## config.mk

```make
export PLATFORM = sky130hd
export DESIGN_NAME = single_h_rocket_launcher
export DESIGN_NICKNAME = d
export VERILOG_FILES = /design/src/rtl/rocket_pkg.sv /design/src/rtl/frame_countdown.sv /design/src/rtl/single_h_rocket_launcher.sv
export SDC_FILE = /design/constraint.sdc
export NUM_CORES = 1
export LEC_CHECK = 0
export ABC_CLOCK_PERIOD_IN_PS = 2800
export BUFFER_PORTS_ARGS = -buffer_cell sky130_fd_sc_hd__buf_2
export CAP_MARGIN = 20
export CORE_ASPECT_RATIO = 1.75
export CORE_MARGIN = 4
export CORE_UTILIZATION = 45
export CTS_CLUSTER_SIZE = 12
export DETAILED_ROUTE_END_ITERATION = 10
export PLACE_DENSITY = 0.7
export REMOVE_ABC_BUFFERS = 1
export SYNTH_ARGS = -nofsm -noshare
export SYNTH_HDL_FRONTEND = slang
export SYNTH_SLANG_ARGS = --single-unit
```

## constraint.sdc

```tcl
create_clock -name clk -period 2.8 [get_ports clk]
set_input_delay 0.28 -clock clk [delete_from_list [all_inputs] [get_ports clk]]
set_output_delay 0.28 -clock clk [all_outputs]
set_load 0.05 [all_outputs]
```

## src/rtl/rocket_pkg.sv

```systemverilog
// Shared definitions for the rocket launcher and the rocket motion controller.
package rocket_pkg;

   typedef enum logic [1:0] {
      ST_IDLE     = 2'd0,
      ST_LOAD     = 2'd1,
      ST_ACTIVE   = 2'd2,
      ST_COOLDOWN = 2'd3
   } rocket_state_t;

   localparam int FIXED_POINT_MULTIPLIER = 64;
   localparam int SCREEN_WIDTH           = 640;
   localparam int SCREEN_HEIGHT          = 480;
   localparam int ROCKET_WIDTH_DEFAULT   = 16;

   // Saturate a 12-bit signed coordinate into the 11-bit signed range.
   function automatic logic signed [10:0] sat11(input logic signed [11:0] v);
      logic signed [10:0] r;
      if (v > 12'sd1023)
         r = 11'sh3FF;
      else if (v < -12'sd1024)
         r = 11'sh400;
      else
         r = v[10:0];
      return r;
   endfunction

endpackage

```

## src/rtl/frame_countdown.sv

```systemverilog
// Loadable down-counter of frame pulses; done_o flags the pulse that reaches zero.
module frame_countdown #(
   parameter int W = 16
) (
   input  logic         clk,
   input  logic         reset,
   input  logic         load_i,
   input  logic [W-1:0] load_val_i,
   input  logic         dec_i,
   output logic         done_o
);

   logic [W-1:0] cnt_q;

   // Load takes priority, so a pulse coinciding with the load is not counted.
   always_ff @(posedge clk or posedge reset) begin
      if (reset)
         cnt_q <= '0;
      else if (load_i)
         cnt_q <= load_val_i;
      else if (dec_i && (cnt_q != '0))
         cnt_q <= cnt_q - 1'b1;
   end

   // Terminal count: this pulse takes the counter from 1 to 0.
   assign done_o = dec_i && !load_i && (cnt_q == {{(W-1){1'b0}}, 1'b1});

endmodule

```

## src/rtl/single_h_rocket_launcher.sv

```systemverilog
// Rocket lifecycle owner: fire detection, spawn computation, retirement,
// frame cooldown and ammunition budget.
module single_h_rocket_launcher
   import rocket_pkg::*;
#(
   parameter int ROCKET_SPEED    = 256,
   parameter int SHIP_WIDTH      = 32,
   parameter int ROCKET_WIDTH    = ROCKET_WIDTH_DEFAULT,
   parameter int Y_OFFSET        = 8,
   parameter int COOLDOWN_FRAMES = 8,
   parameter int MAX_AMMO        = 10
) (
   input  logic               clk,
   input  logic               reset,
   input  logic               startOfFrame,
   input  logic               fireRequest,
   input  logic               reloadPulse,
   input  logic signed [10:0] shipTopLeftX,
   input  logic signed [10:0] shipTopLeftY,
   input  logic               shipSideToFace,
   input  logic               reachedBorder,
   input  logic               rocketHit,
   output logic               isActive,
   output logic signed [10:0] initialSpeed,
   output logic signed [10:0] initialX,
   output logic signed [10:0] initialY,
   output logic               launchPulse,
   output logic [3:0]         ammo,
   output logic               ready,
   output logic [1:0]         dbgState
);

   localparam int CD_W = 16;
   localparam logic signed [11:0] SHIP_W_S   = 12'(SHIP_WIDTH);
   localparam logic signed [11:0] ROCKET_W_S = 12'(ROCKET_WIDTH);
   localparam logic signed [11:0] Y_OFF_S    = 12'(Y_OFFSET);
   localparam logic signed [11:0] X_MAX_S    = 12'(SCREEN_WIDTH - 1 - ROCKET_WIDTH - 1);
   localparam logic signed [10:0] SPEED_S    = 11'(ROCKET_SPEED);
   localparam logic [3:0]         AMMO_FULL  = 4'(MAX_AMMO);
   localparam logic [CD_W-1:0]    CD_LOAD    = CD_W'(COOLDOWN_FRAMES);
   localparam bit                 CD_SKIP    = (COOLDOWN_FRAMES == 0);

   rocket_state_t      state_q;
   logic               fire_q;
   logic               active_q;
   logic               launch_q;
   logic [3:0]         ammo_q;
   logic signed [10:0] speed_q;
   logic signed [10:0] x_q;
   logic signed [10:0] y_q;

   logic               fire_edge;
   logic               retire;
   logic               cd_load;
   logic               cd_dec;
   logic               cd_done;
   logic signed [11:0] x_raw;
   logic signed [11:0] x_clamped;
   logic signed [11:0] y_raw;
   logic signed [10:0] spawn_x_d;
   logic signed [10:0] spawn_y_d;
   logic signed [10:0] spawn_speed_d;

   assign fire_edge = fireRequest && !fire_q;
   assign retire    = reachedBorder || rocketHit;
   assign cd_load   = (state_q == ST_ACTIVE) && retire && !CD_SKIP;
   assign cd_dec    = (state_q == ST_COOLDOWN) && startOfFrame;

   // Spawn position and speed from the ship's current pose, in 12-bit signed.
   always_comb begin
      x_raw     = '0;
      x_clamped = '0;
      y_raw     = '0;
      if (shipSideToFace)
         x_raw = {shipTopLeftX[10], shipTopLeftX} - ROCKET_W_S;
      else
         x_raw = {shipTopLeftX[10], shipTopLeftX} + SHIP_W_S;
      if (x_raw < 12'sd0)
         x_clamped = 12'sd0;
      else if (x_raw > X_MAX_S)
         x_clamped = X_MAX_S;
      else
         x_clamped = x_raw;
      y_raw         = {shipTopLeftY[10], shipTopLeftY} + Y_OFF_S;
      spawn_x_d     = sat11(x_clamped);
      spawn_y_d     = sat11(y_raw);
      spawn_speed_d = shipSideToFace ? -SPEED_S : SPEED_S;
   end

   frame_countdown #(.W(CD_W)) u_cooldown (
      .clk        (clk),
      .reset      (reset),
      .load_i     (cd_load),
      .load_val_i (CD_LOAD),
      .dec_i      (cd_dec),
      .done_o     (cd_done)
   );

   // Lifecycle FSM with registered launch outputs and ammo bookkeeping.
   always_ff @(posedge clk or posedge reset) begin
      if (reset) begin
         state_q  <= ST_IDLE;
         fire_q   <= 1'b0;
         active_q <= 1'b0;
         launch_q <= 1'b0;
         ammo_q   <= AMMO_FULL;
         speed_q  <= '0;
         x_q      <= '0;
         y_q      <= '0;
      end else begin
         fire_q   <= fireRequest;
         launch_q <= 1'b0;
         if (reloadPulse)
            ammo_q <= AMMO_FULL;
         case (state_q)
            ST_IDLE: begin
               if (fire_edge && (ammo_q != 4'd0))
                  state_q <= ST_LOAD;
            end
            ST_LOAD: begin
               speed_q  <= spawn_speed_d;
               x_q      <= spawn_x_d;
               y_q      <= spawn_y_d;
               ammo_q   <= reloadPulse ? (AMMO_FULL - 4'd1) : (ammo_q - 4'd1);
               launch_q <= 1'b1;
               active_q <= 1'b1;
               state_q  <= ST_ACTIVE;
            end
            ST_ACTIVE: begin
               if (retire) begin
                  active_q <= 1'b0;
                  state_q  <= CD_SKIP ? ST_IDLE : ST_COOLDOWN;
               end
            end
            ST_COOLDOWN: begin
               if (cd_done)
                  state_q <= ST_IDLE;
            end
            default: state_q <= ST_IDLE;
         endcase
      end
   end

   assign isActive     = active_q;
   assign launchPulse  = launch_q;
   assign initialSpeed = speed_q;
   assign initialX     = x_q;
   assign initialY     = y_q;
   assign ammo         = ammo_q;
   assign ready        = (state_q == ST_IDLE) && (ammo_q != 4'd0);
   assign dbgState     = state_q;

endmodule

```

==> qor.csv, run 1 <==
metric,value,unit
power per cell area,1090,nW/um^2
outcome,completed,
RSZ-0062 raised after global routing,no,
Total GRT Usage,0.164,
P_sw,0.00179,W
NumNets Final,391,
Starting Density,0.462,
CTS Buffer Depth,2,
total die area,7330,sq um
htree depth,2,
Net Sw Frac,0.515,
Crit-path slowest cell,or4_4,
crit path cell chain,"or4_4, or3_4, o31ai_4, o311a_2, nor2_1, a21oi_2",
required time of the worst setup path,3030,ps
final setup TNS,0,ps
"Cell Area, Synth",2690,sq um
relative slew slack,0.533,
sequential share of power,0.331,
Worst Setup End Kind,register,
post-route cell area,3170,sq um
Die X,66.5,um
hold buffer count at CTS,0,
final setup vio count,0,
clock sinks,49,
Final WS setup,606,ps
asr flop ratio synth,1.00,
hpwl dp,4460,um
Clock Skews,6.55,ps
area grow syn2layout,17.8,%
Synth Instances,281,
layout cells sized above 1,0.246,
# resized after CTS,0,
PortBufs,63,
Synth cell types,51,
Post-synth EDFFs,0,
Remaining DRCs,0,
chip height,110,um
max incr delay on CP,590,ps
root buf cell,clkbuf_8,
Startpoint Class,register,
critical path class,register to register,
Cells after DPL,417,
Worst VDD drop,0.000774,V
"Avg Cell Area, Syn",9.58,sq um
top-count cell post-synth,dfrtp_1,
Antenna Violating Nets Remaining,0,
initial antenna violation count,0,
Ys Warns,0,
Max Cap Viol,0,
remaining global-route overflow,0,
n_diodes,0,
HP Class,input pin to register,
largest net degree at the start of global routing,50,
1st-pass router iterations,4,
Post-Place Worst Slack,498,ps
Final Hold Viols,0,
FP Rows,37,
mean routed wirelength per cell,13.5,um
Via density,5.10,
GP Congestion,0.824,
clk_lat worst skew,290,ps
I/O pin count,72,
Slew @ Worst Pin,700,ps
DRT Wirelength,5780,um
part of the Yosys area used for sequential elements,0.456,
internal power,0.00168,W
first-pass GRT wire length,9400,um
Core Box Area,5830,sq um
TritonCTS clock tree,done,
Vias,2179,
final non-filler cell total,427,
min Tclk post-route,2190,ps
Synth area leader,dfrtp_1,
Starting DRT DRC Count,56,
clock-pin slew on the worst setup and hold paths,90,ps
Max Freq,0.456,GHz
vias in the first global route,2155,
total CTS buffers,5,
power share of the combinational group,0.554,
Worst Path Max Fanout,5,
postcts setup bufs,0,
#FFs+latches synth,49,
top_reg_cell synth,dfrtp_1,
Final Max Tran Viols,0,
synth top area cells,"dfrtp_1 44%, ha_1 6.0%, nor2_1 5.7%",
leakage,1.51,nW
"top cells by count, synth","47 x dfrtp_1, 41 x nor2_1, 23 x nand2_1",
fin crit share,0.784,
Clock power frac,0.115,
critical path arrival,2420,ps
Placed Area,3060,sq um
Synth top area share,0.437,
[cell usage in the layout (no fill, tap or decap), types with 2 or more instances in the layout]
cell type and instances:
buf_2 63, dfrtp_1 47, nor2_1 41, nand2_1 23, a21oi_1 18, inv_1 15
xnor2_1 15, ha_1 13, xor2_1 9, conb_1 8, nand3_1 7, nor3_1 7
o21ai_0 5, nor2b_1 5, a221o_1 5, clkbuf_8 5, nand2b_1 4, a31oi_1 4
o2bb2ai_1 4, nor3b_1 3, mux2i_1 3, and3_1 2, or4_1 2, nor4_1 2
or2_2 2, mux2_2 2, nand4_1 2, o21ai_1 2, dfstp_2 2, clkbuf_1 2
buf_4 2
[metal layers]
| layer | vias to the layer above | global-route usage | part of all wire |
|---|---|---|---|
| li1 | 1078 | - | - |
| met1 | 1031 | 0.186 | 0.39 |
| met2 | 59 | 0.302 | 0.54 |
| met3 | 11 | 0.0274 | 0.043 |
| met4 | 0 | 0.0625 | 0.023 |
| met5 | - | 0 | 0 |
[critical path: cells and delay by family, from the launching register on]
| kind | cells | cell delay (ps) |
|---|---|---|
| AOI/OAI and AO/OA | 3 | 640 |
| and+or+nand+nor | 3 | 1060 |
| DFF | 1 | 430 |
[metrics by stage]
stage                util  hold slack (ps)  total power [W]
CTS                 0.539             88.8          0.00351
finish              0.544              104          0.00347
detailed placement  0.524              407          0.00309
global route        0.544             90.3          0.00371
floorplan               -              311          0.00261
global placement    0.524              405          0.00305
[flip-flops by register name, indices dropped and copies added (netlist names)]
register	flops
ammo	4
dbgState	2
fire_q	1
initialSpeed	2
initialX	11
initialY	11
isActive	1
launchPulse	1
u_cooldown.cnt_q	16
[path summary, 6_finish.rpt]
| path | start | endpoint | slack, ps | depth (start not counted) |
|---|---|---|---|---|
| min | fireRequest | fire_q | 100 | 1 |
| min reg2reg | initialSpeed[8] | initialSpeed[8] | 480 | 1 |
| max reg2reg | u_cooldown.cnt_q[3] | dbgState[0] | 610 | 6 |
| max | u_cooldown.cnt_q[3] | dbgState[0] | 610 | 6 |
| max in group asynchronous | reset | ammo[3] | 1850 | 4 |
| min in group asynchronous | reset | initialSpeed[8] | 420 | 3 |
[layout make-up]
class | instances | area, sq um
fillers | 566 | 2660
multi-input cells | 209 | 1340
flip-flops and latches | 49 | 1230
repair buffers | 67 | 360
well taps | 78 | 97.6
clock buffers | 7 | 76.3
inverters | 16 | 60.1
clock inverters | 1 | 7.51
[cells by family (layout without fill, tap and decap cells)]
group | Yosys count | count (layout) | synth area share
flip-flops | 49 | 49 | 0.456
XOR/XNOR | 24 | 24 | 0.0781
other | 1 | 8 | 0.00139
buffers and inverters | 30 | 91 | 0.0548
AND/OR/NAND/NOR | 107 | 107 | 0.193
adder cells (fa/ha/maj) | 13 | 13 | 0.0604
multiplexers | 5 | 5 | 0.0195
AO/OA/AOI/OAI | 52 | 52 | 0.137
[power by group through the flow]
stage	Clock (W)	Sequential [W]	Combinational, W
after floorplan	0	0.00184	0.000775
after global placement	0	0.00115	0.00190
after detailed placement	0	0.00116	0.00194
after CTS	0.000421	0.00115	0.00194
after global routing	0.000451	0.00118	0.00208
final	0.000398	0.00115	0.00192
Power figures use the tool's default switching activity.
==> run 2, diff against run 1 <==
Settings changed: ABC_AREA from default to 1, ABC_CLOCK_PERIOD_IN_PS 2800 to 2070, PLACE_DENSITY 0.7 to 0.69.
Clock period 2.8 ns to 2.07 ns, I/O delays scaled along.
==> qor.csv, run 2 <==
metric,value,unit,change
outcome,"finished, violations left",,
failing checks,hold timing,,
synth top area cells,"dfrtp_1 40%, nand2_1 12%, nor2_1 7.9%",,
required time of the worst setup path,1860,ps,-1170 ps
first-pass GRT wire length,11900,um,+27%
fillers,642,,+13%
hpwl dp,5610,um,+26%
min Tclk post-route,1790,ps,
chip height,115,um,+4.2%
Biggest register,u_cooldown.cnt_q,,
Worst VDD drop,0.000737,V,-4.8%
top_reg_cell synth,dfrtp_1,,
power per cell area,1500,nW/um^2,+37%
max reg flops,16,,unchanged
vias in the first global route,2658,,+23%
Clock Skews,5.26,ps,-1.29 ps
Starting Density,0.469,,+0.00710
final setup vio count,0,,unchanged
PortBufs,63,,unchanged
Max Freq,0.559,GHz,
tightest hold margin,-30.1,ps,-134 ps
NumNets Final,510,,+30%
GP Congestion,0.916,,+11%
root buf cell,clkbuf_8,,
largest net degree at the start of global routing,32,,-36%
fin crit share,0.864,,
"Core Util, Final",0.549,,+0.00487
Final Hold Viols,27,,+27
Vias,2664,,+22%
Antenna Violating Nets Remaining,0,,unchanged
Total GRT Usage,0.184,,+0.0200
Synth top area share,0.400,,-0.0370
mean routed wirelength per cell,12.7,um,-6.1%
Startpoint Class,register,,
Worst Path Max Fanout,4,,-1
leakage,1.86,nW,+23%
I/O pin count,72,,unchanged
DRT Wirelength,6960,um,+20%
Final Max Tran Viols,0,,unchanged
Synth cell types,35,,-31%
# resized after CTS,0,,unchanged
Max Cap Viol,0,,unchanged
Starting DRT DRC Count,146,,+160%
Slew @ Worst Pin,643,ps,-57.2 ps
postcts setup bufs,0,,unchanged
1st-pass router iterations,4,,unchanged
Worst Setup End Kind,primary output,,
layout cells sized above 1,0.207,,-0.0392
most frequent cells in the layout,"96 x nand2_1, 63 x buf_2, 62 x nor2_1, 49 x inv_1, 47 x dfrtp_1",,
HP Class,input pin to asynchronous set/reset pin,,
htree depth,2,,unchanged
"Avg Cell Area, Syn",7.43,sq um,-22%
clock-pin slew on the worst setup and hold paths,90,ps,about the same
reg2reg setup slack,300,ps,-310 ps
FP Rows,38,,+2.7%
TritonCTS clock tree,done,,
hold buffer count at CTS,0,,unchanged
critical path arrival,1580,ps,-840 ps
Ys Warns,0,,unchanged
total die area,7950,sq um,+8.3%
Core Box Area,6280,sq um,+7.6%
asr flop ratio synth,1.00,,unchanged
R2R depth,9,,+3
"Cell Area, Synth",2940,sq um,+9.2%
final setup TNS,0,ps,unchanged
Remaining DRCs,0,,unchanged
top-count cell post-synth,nand2_1,,
n_diodes,0,,unchanged
#FFs+latches synth,49,,unchanged
Synth area leader,dfrtp_1,,
Synth Instances,396,,+41%
critical path class,register to primary output,,
CTS Buffer Depth,2,,unchanged
total CTS buffers,5,,unchanged
clock sinks,49,,unchanged
Post-synth EDFFs,0,,unchanged
Via density,4.86,,-4.7%
"most common cell after layout, fill and taps aside",nand2_1,,
clk_lat worst skew,310,ps,+20 ps
remaining global-route overflow,0,,unchanged
initial antenna violation count,0,,unchanged
relative slew slack,0.571,,+0.0375
part of the Yosys area used for sequential elements,0.418,,-0.0386
"top cells by count, synth","96 x nand2_1, 62 x nor2_1, 50 x inv_1",,
RSZ-0062 raised after global routing,no,,
area grow syn2layout,17.1,%,
Die X,69.1,um,+4.0%
run 2: cell types whose count changed in the layout (fill, tap and decap cells not counted), moves of 5 or more:
cell	delta
nor2b_1	-5
nor2_1	+21
nand2_2	+5
inv_1	+34
buf_4	+5
o21ai_0	+18
a221o_1	-5
xnor2_1	-11
nand3_1	+17
a21oi_1	-8
nand2_1	+73
run 2: stage by stage:
stage	std cells	power [W]	hold slack (ps)	area (sq um)	worst slack (ps)
after floorplan	390	0.00378	238	2880	-50.4
after global placement	540	0.00456	331	3350	293
after detailed placement	540	0.00460	334	3350	249
after CTS	548	0.00521	5.31	3440	263
after global routing	548	0.00557	16.2	3440	93.6
final	548	0.00516	-30.1	3440	282
run 2: worst paths after layout:
| kind | startpoint | end |
|---|---|---|
| setup / recovery | ammo[1] | ready |
| hold / removal | reset | launchPulse |
| setup reg to reg | u_cooldown.cnt_q[0] | u_cooldown.cnt_q[4] |
| hold reg to reg | initialX[5] | initialX[5] |
| max in group asynchronous | reset | initialSpeed[8] |
| min in group clk | fireRequest | fire_q |
run 2: final cells by class:
class / count / area (sq um) / share of cell area
multi-input cells: 289 / 1460 / 0.423
flip-flops and latches: 49 / 1230 / 0.357
repair buffers: 70 / 368 / 0.107
inverters: 52 / 195 / 0.0567
well taps: 80 / 100 / 0.0291
clock buffers: 6 / 82.6 / 0.0240
clock inverters: 2 / 13.8 / 0.00400
run 2: critical path, stage by stage, from the launching register on:
cell and delay [ps]:
dfstp_2 570, inv_1 60, ha_1 190, a31oi_1 160, buf_2 290
run 2: metal layers:
layer,track usage,up-vias,part of all wire
met2,0.349,64,0.56
met4,0.0782,0,0.023
met1,0.200,1216,0.38
li1,-,1371,-
met3,0.0306,13,0.039
met5,0,-,0
run 2: cells by family after synthesis:
logic type	count (synthesis)	share of synthesized area
and+or+nand+nor	213	0.310
buffers and inverters	65	0.0961
DFF	49	0.418
AOI/OAI and AO/OA	45	0.0898
adders and majority gates	13	0.0553
xor gates and xnor gates	10	0.0298
other	1	0.00127
run 2: where the power goes:
part	total, W	switching (W)	leakage [nW]	internal [W]
Sequential	0.00159	0.000260	0.611	0.00133
Combinational	0.00297	0.00220	1.20	0.000768
Clock	0.000599	0.000328	0.0512	0.000271
==> run 3, diff against run 2 <==
Settings changed: ABC_CLOCK_PERIOD_IN_PS 2070 to 1500, HOLD_SLACK_MARGIN from default to 0.15, PLACE_DENSITY 0.69 to 0.72.
Clock period 2.07 ns to 1.5 ns, I/O delays scaled along.
==> qor.csv, run 3 (synthesis results as in run 2) <==
metric,value,unit,change
layout cells sized above 1,0.375,,+0.167
leakage,2.16,nW,+16%
fin crit share,1.05,,
Crit-path slowest cell,dfrtp_1,,
"Core Util, Final",0.665,,+0.116
Starting DRT DRC Count,101,,-31%
root buf cell,clkbuf_8,,
CTS Buffer Depth,2,,unchanged
Via density,5.08,,+4.4%
final non-filler cell total,598,,+9.1%
cell mode on critical path,inv_2,,
critical path arrival,1420,ps,-160 ps
crit path cell chain,"inv_2, ha_4, inv_2, a31oi_1, buf_4",,
total die area,7950,sq um,unchanged
NumNets Final,560,,+9.8%
n_diodes,0,,unchanged
Final WS setup,-74.0,ps,-356 ps
area grow syn2layout,41.8,%,
power per cell area,2110,nW/um^2,+41%
DRT Wirelength,8300,um,+19%
clk_lat worst skew,310,ps,about the same
critical path class,register to primary output,,
worst path buffer plus inverter count,3,,+1
Placed Area,3630,sq um,+8.4%
Die X,69.1,um,unchanged
largest net degree at the start of global routing,20,,-38%
Vias,3036,,+14%
initial antenna violation count,0,,unchanged
clock sinks,49,,unchanged
Worst VDD drop,0.00127,V,+73%
max incr delay on CP,440,ps,-130 ps
Top delay family on crit path,flip-flops,,
HP Class,input pin to register,,
Core Box Area,6280,sq um,unchanged
most frequent cells in the layout,"88 x nand2_1, 62 x buf_2, 49 x nor2_1, 47 x dfrtp_1, 44 x buf_4",,
remaining global-route overflow,0,,unchanged
Startpoint Class,register,,
Antenna Violating Nets Remaining,0,,unchanged
Starting Density,0.469,,unchanged
Worst Path Max Fanout,3,,-1
FP Rows,38,,unchanged
PortBufs,63,,unchanged
Max Cap Viol,0,,unchanged
min Tclk post-route,1570,ps,
1st-pass router iterations,4,,unchanged
htree depth,2,,unchanged
chip height,115,um,unchanged
Remaining DRCs,0,,unchanged
I/O pin count,72,,unchanged
mean routed wirelength per cell,13.9,um,+9.4%
total CTS buffers,5,,unchanged
required time of the worst setup path,1350,ps,-510 ps
RSZ-0062 raised after global routing,yes,,
Total GRT Usage,0.204,,+0.0194
Worst Setup End Kind,primary output,,
GP Congestion,0.886,,-3.2%
fillers,549,,-14%
first-pass GRT wire length,12900,um,+8.2%
max reg flops,16,,unchanged
post-route cell area,4170,sq um,+21%
"most common cell after layout, fill and taps aside",nand2_1,,
vias in the first global route,2935,,+10%
Biggest register,u_cooldown.cnt_q,,
clock-pin slew on the worst setup and hold paths,90,ps,about the same
TritonCTS clock tree,done,,
failing checks,setup timing,,
Final Hold Viols,0,,-100%
hpwl dp,5990,um,+6.7%
final setup vio count,4,,+4
Max Freq,0.635,GHz,
Final Max Tran Viols,0,,unchanged
Clock Skews,4.97,ps,-0.292 ps
outcome,"finished, violations left",,
Cells after DPL,574,,+6.3%
[run 3: path summary, 6_finish.rpt]
| path | endpoint | start | depth (start not counted) | slack, ps |
|---|---|---|---|---|
| worst max-delay path | ready | dbgState[1] | 5 | -70 |
| worst min-delay path | initialX[2] | shipTopLeftX[2] | 5 | 170 |
| worst max register to register | dbgState[1] | ammo[1] | 8 | -10 |
| worst min register to register | initialSpeed[8] | initialSpeed[8] | 1 | 470 |
| max in group asynchronous | u_cooldown.cnt_q[4] | reset | 4 | 510 |
| min in group asynchronous | ammo[0] | reset | 3 | 390 |
[run 3: where the power goes]
group	switching (W)	total, W	internal [W]	leakage (nW)
Combinational	0.00372	0.00564	0.00192	1.49
Sequential	0.000333	0.00217	0.00183	0.611
Clock	0.000449	0.000993	0.000544	0.0585
[run 3: timing repair]
item	4_1_cts	5_1_grt
buffers inserted	3	5
resized for setup	25	62
hold buffers	6	0
pin swaps	6	16
hold endpoints to repair	22	0
gates cloned	1	1
endpoints found under the setup margin	31	38
[run 3: area by class of cell]
cell class / count / area [sq um] / share of cell area
Multi-Input combinational cell: 291 / 1740 / 0.417
Sequential cell: 49 / 1230 / 0.295
Timing Repair Buffer: 118 / 786 / 0.188
Inverter: 52 / 203 / 0.0486
Tap cell: 80 / 100 / 0.0240
Clock buffer: 7 / 86.3 / 0.0207
Clock inverter: 1 / 30.0 / 0.00720
[run 3: layer usage]
layer  track usage  routed length, um
met1         0.191               2820
met2         0.405               4680
met3        0.0341                336
met4         0.117                467
met5             0                  0
[run 3: worst reg2reg max path: stages, from the launching register on]
cell     delay, ps
dfstp_2        550
inv_2           50
ha_4           150
nand3_1        100
a31oi_2        110
a31oi_2        190
buf_4          140
nand3_1         80
nand2_1         80
[run 3: stage by stage]
step	hold WS, ps	worst slack, ps	total power [W]	setup TNS, ps
2_1_floorplan	181	-620	0.00522	-13870
3_3_place_gp	178	-128	0.00676	-1560
6_report	165	-74.0	0.00880	-97.4
3_5_place_dp	191	-181	0.00684	-2700
5_1_grt	164	-132	0.00938	-1240
4_1_cts	151	-73.7	0.00818	-151
